**config.mk**
```make
export PLATFORM = sky130hd
export DESIGN_NAME = led_mode_sequencer
export DESIGN_NICKNAME = d
export VERILOG_FILES = /design/src/rtl/led_seq_pkg.sv /design/src/rtl/tick_prescaler.sv /design/src/rtl/led_mode_sequencer.sv
export SDC_FILE = /design/constraint.sdc
export NUM_CORES = 1
export LEC_CHECK = 0
export BUFFER_PORTS_ARGS = -buffer_cell sky130_fd_sc_hd__buf_2
export CORE_ASPECT_RATIO = 1.1
export CORE_MARGIN = 10
export CORE_UTILIZATION = 59
export DETAILED_ROUTE_END_ITERATION = 16
export PLACE_DENSITY = 0.78
export SLEW_MARGIN = 20
export SYNTH_ARGS = -nofsm -noshare
export SYNTH_HDL_FRONTEND = slang
export SYNTH_SLANG_ARGS = --single-unit
```
**constraint.sdc**
```tcl
create_clock -name clk -period 3.7 [get_ports clk]
set_input_delay 0 -clock clk [delete_from_list [all_inputs] [get_ports clk]]
set_output_delay 0 -clock clk [all_outputs]
set_load 0.005 [all_outputs]
```
**src/rtl/led_seq_pkg.sv**
```systemverilog
// Shared encodings and helpers for the LED mode sequencer.
package led_seq_pkg;

    localparam int MODE_WIDTH = 3;

    typedef enum logic [MODE_WIDTH-1:0] {
        ST_PASS   = 3'd0,
        ST_HOLD   = 3'd1,
        ST_ROTATE = 3'd2,
        ST_COUNT  = 3'd3,
        ST_BLINK  = 3'd4
    } state_t;

    // Circular left shift by one: bit7 wraps into bit0.
    function automatic logic [7:0] rotl1(input logic [7:0] value);
        return {value[6:0], value[7]};
    endfunction

endpackage

```
**src/rtl/tick_prescaler.sv**
```systemverilog
// Free-running prescaler producing a one-cycle tick every TICK_CYCLES clocks;
// clear restarts the period so the next tick lands TICK_CYCLES cycles later.
module tick_prescaler #(
    parameter int unsigned TICK_CYCLES = 10_000_000,
    parameter int          TICK_WIDTH  = 32
) (
    input  logic clk,
    input  logic rstb,
    input  logic clear,
    output logic tick
);

    logic [TICK_WIDTH-1:0] count_r;
    logic                  at_end_s;

    assign at_end_s = (count_r == TICK_WIDTH'(TICK_CYCLES - 1));
    assign tick     = at_end_s;

    // Period counter with synchronous reset, restart on clear and wrap at end.
    always_ff @(posedge clk) begin
        if (!rstb) begin
            count_r <= {TICK_WIDTH{1'b0}};
        end else if (clear || at_end_s) begin
            count_r <= {TICK_WIDTH{1'b0}};
        end else begin
            count_r <= count_r + {{(TICK_WIDTH-1){1'b0}}, 1'b1};
        end
    end

endmodule

```
**src/rtl/led_mode_sequencer.sv**
```systemverilog
// Button-driven LED mode sequencer: PASS, HOLD, ROTATE, COUNT and optional BLINK.
// Define LED_SEQ_BLINK_EN to compile in the BLINK state.
module led_mode_sequencer
    import led_seq_pkg::*;
#(
    parameter int unsigned TICK_CYCLES = 10_000_000,
    parameter int          TICK_WIDTH  = 32
) (
    input  logic                  clk,
    input  logic                  rstb,
    input  logic [7:0]            switch,
    input  logic                  button_center_db,
    output logic [7:0]            led,
    output logic [MODE_WIDTH-1:0] mode
);

    state_t                state_r;
    logic [MODE_WIDTH-1:0] mode_r;
    logic [7:0]            led_r;
    logic [7:0]            pattern_r;
    logic [7:0]            count8_r;
    logic                  btn_prev_r;
    logic                  press_s;
    logic                  tick_s;
`ifdef LED_SEQ_BLINK_EN
    logic                  phase_r;
`endif

    assign press_s = button_center_db & ~btn_prev_r;
    assign led     = led_r;
    assign mode    = mode_r;

    tick_prescaler #(
        .TICK_CYCLES (TICK_CYCLES),
        .TICK_WIDTH  (TICK_WIDTH)
    ) u_prescaler (
        .clk   (clk),
        .rstb  (rstb),
        .clear (press_s),
        .tick  (tick_s)
    );

    // Mode FSM plus datapath; led is loaded with the value of the state being entered or held.
    always_ff @(posedge clk) begin
        if (!rstb) begin
            state_r    <= ST_PASS;
            mode_r     <= ST_PASS;
            led_r      <= 8'h00;
            pattern_r  <= 8'h00;
            count8_r   <= 8'h00;
            btn_prev_r <= 1'b1;
`ifdef LED_SEQ_BLINK_EN
            phase_r    <= 1'b1;
`endif
        end else begin
            btn_prev_r <= button_center_db;
            case (state_r)
                ST_PASS: begin
                    if (press_s) begin
                        state_r   <= ST_HOLD;
                        mode_r    <= ST_HOLD;
                        pattern_r <= switch;
                    end else begin
                        state_r   <= ST_PASS;
                    end
                    led_r <= switch;
                end
                ST_HOLD: begin
                    if (press_s) begin
                        state_r <= ST_ROTATE;
                        mode_r  <= ST_ROTATE;
                    end else begin
                        state_r <= ST_HOLD;
                    end
                    led_r <= pattern_r;
                end
                ST_ROTATE: begin
                    if (press_s) begin
                        state_r  <= ST_COUNT;
                        mode_r   <= ST_COUNT;
                        count8_r <= 8'h00;
                        led_r    <= 8'h00;
                    end else if (tick_s) begin
                        pattern_r <= rotl1(pattern_r);
                        led_r     <= rotl1(pattern_r);
                    end else begin
                        led_r <= pattern_r;
                    end
                end
                ST_COUNT: begin
                    if (press_s) begin
`ifdef LED_SEQ_BLINK_EN
                        state_r <= ST_BLINK;
                        mode_r  <= ST_BLINK;
                        phase_r <= 1'b1;
                        led_r   <= pattern_r;
`else
                        state_r <= ST_PASS;
                        mode_r  <= ST_PASS;
                        led_r   <= switch;
`endif
                    end else if (tick_s) begin
                        count8_r <= count8_r + 8'h01;
                        led_r    <= count8_r + 8'h01;
                    end else begin
                        led_r <= count8_r;
                    end
                end
`ifdef LED_SEQ_BLINK_EN
                ST_BLINK: begin
                    if (press_s) begin
                        state_r <= ST_PASS;
                        mode_r  <= ST_PASS;
                        led_r   <= switch;
                    end else if (tick_s) begin
                        phase_r <= ~phase_r;
                        led_r   <= phase_r ? 8'h00 : pattern_r;
                    end else begin
                        led_r <= phase_r ? pattern_r : 8'h00;
                    end
                end
`endif
                default: begin
                    // Unreachable encodings recover to PASS
                    state_r <= ST_PASS;
                    mode_r  <= ST_PASS;
                    led_r   <= 8'h00;
                end
            endcase
        end
    end

endmodule

```
==> flow_metrics.env <==
export IMPL_tightest_slew_ns=0.842
export IMPL_slowest_delay_ns=0.55
export IMPL_grt_max_degree=33
export IMPL_grt_pass1_vias=3109
export IMPL_stdcell_area_um2=3880
export IMPL_path_class="reg2reg"
export IMPL_die_h_um=101
export IMPL_crit_family="simple AND/OR/NAND/NOR gates"
export IMPL_placed_area_um2=3610
export IMPL_ios=22
export IMPL_critPathBufInv=1
export IMPL_worstPathCellList="nor4b_1 > nand4_1 > nor3_1 > buf_4 > mux2_2 > a31oi_1"
export IMPL_crit_slowest_cell="nand4_1"
export IMPL_crit_required_ns=3.97
export IMPL_wl_um=8660
export IMPL_cts_tree="done"
export IMPL_hold_path_depth=2
export IMPL_io_buffers=20
export IMPL_status="finished, final reports clean"
export IMPL_rsz0062_at_grt="false"
export IMPL_ctsResizeCount=0
export IMPL_yosys_area_top_type_share_pct=34.7
export IMPL_cap_violations=0
export IMPL_arrival_ns=2.79
export IMPL_first_iter_violations=177
export IMPL_fill_cells=477
export IMPL_relSlewSlack_pct=43.8
export IMPL_endpoint_kind="register"
export IMPL_crit_fanout=13
export IMPL_drive_gt1_share_pct=14.3
export IMPL_syn_area_per_cell_um2=8.61
export IMPL_holdPathEnd="count8_r[4]"
export IMPL_drt_vias_per_instance=6.23
export IMPL_grt_pass1_wl_um=14600
export IMPL_power_density_nw_per_um2=351
export IMPL_ant_nets=0
export IMPL_hp_start="rstb"
export IMPL_synth_seq_cells=61
export IMPL_synth_edff_count=0
export IMPL_synth_cell_types=63
export IMPL_yosysSeqAreaShare_pct=34.7
export IMPL_cp_start_kind="register"
export IMPL_via_count=3188
export IMPL_wl_per_cell_um=16.9
export IMPL_syn_inst=409
export IMPL_diodes=0
export IMPL_syn_nets=426
export IMPL_synth_commonest_cells="dfxtp_1 (61), nor2_1 (53), nand2_1 (26)"
export IMPL_vdd_drop_max_mv=0.252
export IMPL_synth_area_leaders="dfxtp_1 (35%), nor2_1 (5.6%), xnor2_1 (4.2%), nand3_1 (3.0%), and4_1 (3.0%)"
export IMPL_fmax_mhz=397
export IMPL_initial_core_util_pct=61.1
export IMPL_r2r_start="u_prescaler.count_r[14]"
export IMPL_core_area_um2=5770
export IMPL_antenna_found_initial=0
export IMPL_gp_congestion=0.956
export IMPL_finalSetupViolations=0
export IMPL_finalCriticalPeriod_ns=2.52
export IMPL_area_growth_pct=10.2
export IMPL_finalHoldViolCount=0
export IMPL_synth_top_area_cell="dfxtp_1"
export IMPL_min_path_type="in2reg"
export IMPL_setup_tns_ns=0
export IMPL_cts_sinks=61
export IMPL_floorplan_rows=29
export IMPL_dpl_hpwl_um=6060
export IMPL_reg2reg_to="led[1]"
export IMPL_die_w_um=93.7
export IMPL_final_period_utilization_pct=68.1
export IMPL_nNetsFinal=447
export IMPL_syn_area_um2=3520
export IMPL_worst_skew_pair_late_latency_ns=0.34
export IMPL_skew_ns=0.0104
export IMPL_r2r_cells=6
export IMPL_yosysMostFrequentCell="dfxtp_1"
export IMPL_numCtsBuffers=9
export IMPL_leakage_nw=1.41
export IMPL_grt_ovfl_total=0
export IMPL_drt_first_pass_iters=5
export IMPL_yosysWarnings=0
export IMPL_rrSetupSlack_ns=1.18
export IMPL_path_clk_slew_ns=0.07
export IMPL_async_flop_share_pct=0
export IMPL_final_max_slew_viol_count=0
export IMPL_drc=0
export IMPL_cts_root_buf="clkbuf_8"
export IMPL_htree_levels=3
export IMPL_clockBufferDepth=2
export IMPL_yosys_most_used_dff="dfxtp_1"
export IMPL_dieArea_um2=9470
export IMPL_grtUsageTotal_pct=18.9
[cells in the final DEF, fill, tap and decap left out, types with 7 or more instances in the layout]
cell           synthesis  routed
dfxtp_1               61      61
nor2_1                53      53
nand2_1               26      26
nand3_1               21      21
buf_2                  4      20
xnor2_1               17      17
a21oi_1               15      15
inv_1                 12      12
and4_1                12      12
o21ai_0               12      12
xor2_1                11      11
nand4_1               10      10
clkbuf_8               0      10
nor3_1                 9       9
nor4_1                 8       8
a31oi_1                8       8
dlygate4sd3_1          0       8
and3_1                 7       7
o2bb2ai_1              7       7
[kinds of logic after synthesis]
family                   count (synthesis)  share of synthesized area (%)
AND/OR/NAND/NOR                        185                           30.3
AO/OA/AOI/OAI                           86                           18.0
flip-flops                              61                           34.7
buffers and inverters                   33                           5.04
XOR/XNOR                                28                           6.96
multiplexers                             9                           2.77
adder cells (fa/ha/maj)                  6                           2.13
other                                    1                          0.106
[what timing repair did]
action,in CTS,in global routing
hold endpoints to repair,7,0
setup endpoints to repair,0,0
setup buffers,0,0
hold buffers,8,0
[area by class of cell]
cell class	count	area (µm²)	area share, %
Tap cell	77	96.3	2.48
Clock buffer	12	145	3.74
Sequential cell	61	1220	31.5
Timing Repair Buffer	31	203	5.22
Inverter	12	45.0	1.16
Clock inverter	4	47.5	1.22
Multi-Input combinational cell	315	2120	54.7
[where the power goes]
group	switching, mW	internal [mW]
Clock	0.258	0.327
Combinational	0.0526	0.0400
Sequential	0.0113	0.672
Total	0.322	1.04
[per-stage QoR]
| stage | hold WS [ns] | instances | setup slack, ns | utilization [%] | power [mW] |
|---|---|---|---|---|---|
| 2_1_floorplan | 0.101 | 409 | 1.73 | - | 0.756 |
| 3_3_place_gp | 0.211 | 488 | 1.29 | 62.6 | 0.780 |
| 3_5_place_dp | 0.215 | 488 | 1.21 | 62.6 | 0.782 |
| 4_1_cts | 0.00278 | 512 | 1.20 | 67.3 | 1.37 |
| 5_1_grt | 0.0179 | 512 | 0.934 | 67.3 | 1.41 |
| 6_report | 0.0172 | 512 | 1.18 | 67.3 | 1.36 |
[worst max path at each step]
stage / start / endpoint / slack (ns) / cells after the start
floorplan: u_prescaler.count_r[0] / led[7] / 1.73 / 6
global placement: u_prescaler.count_r[14] / led[1] / 1.29 / 6
detailed placement: u_prescaler.count_r[24] / led[1] / 1.21 / 6
CTS: u_prescaler.count_r[24] / led[1] / 1.20 / 6
global route: u_prescaler.count_r[23] / led[1] / 0.93 / 6
finish: u_prescaler.count_r[14] / led[1] / 1.18 / 6
[worst reg2reg max path, stage by stage, from the launching register on]
cell,delay (ns)
dfxtp_1,0.36
nor4b_1,0.33
nand4_1,0.55
nor3_1,0.45
buf_4,0.25
mux2_2,0.36
a31oi_1,0.16
[layer usage]
metal	wire length, µm	share of wire, %	vias to the layer above	track usage (%)
met5	0	0	-	0
li1	-	-	1561	-
met1	3610	42	1504	21.0
met3	491	5.7	21	3.80
met4	233	2.7	0	11.0
met2	4330	50	102	32.5
[flip-flops by register name (all words and copies together) (netlist names)]
signal               flops
btn_prev_r               1
count8_r                 8
led                      8
mode                     2
pattern_r                8
state_r                  2
u_prescaler.count_r     32
Note: power is estimated with default switching activity, not from simulation.
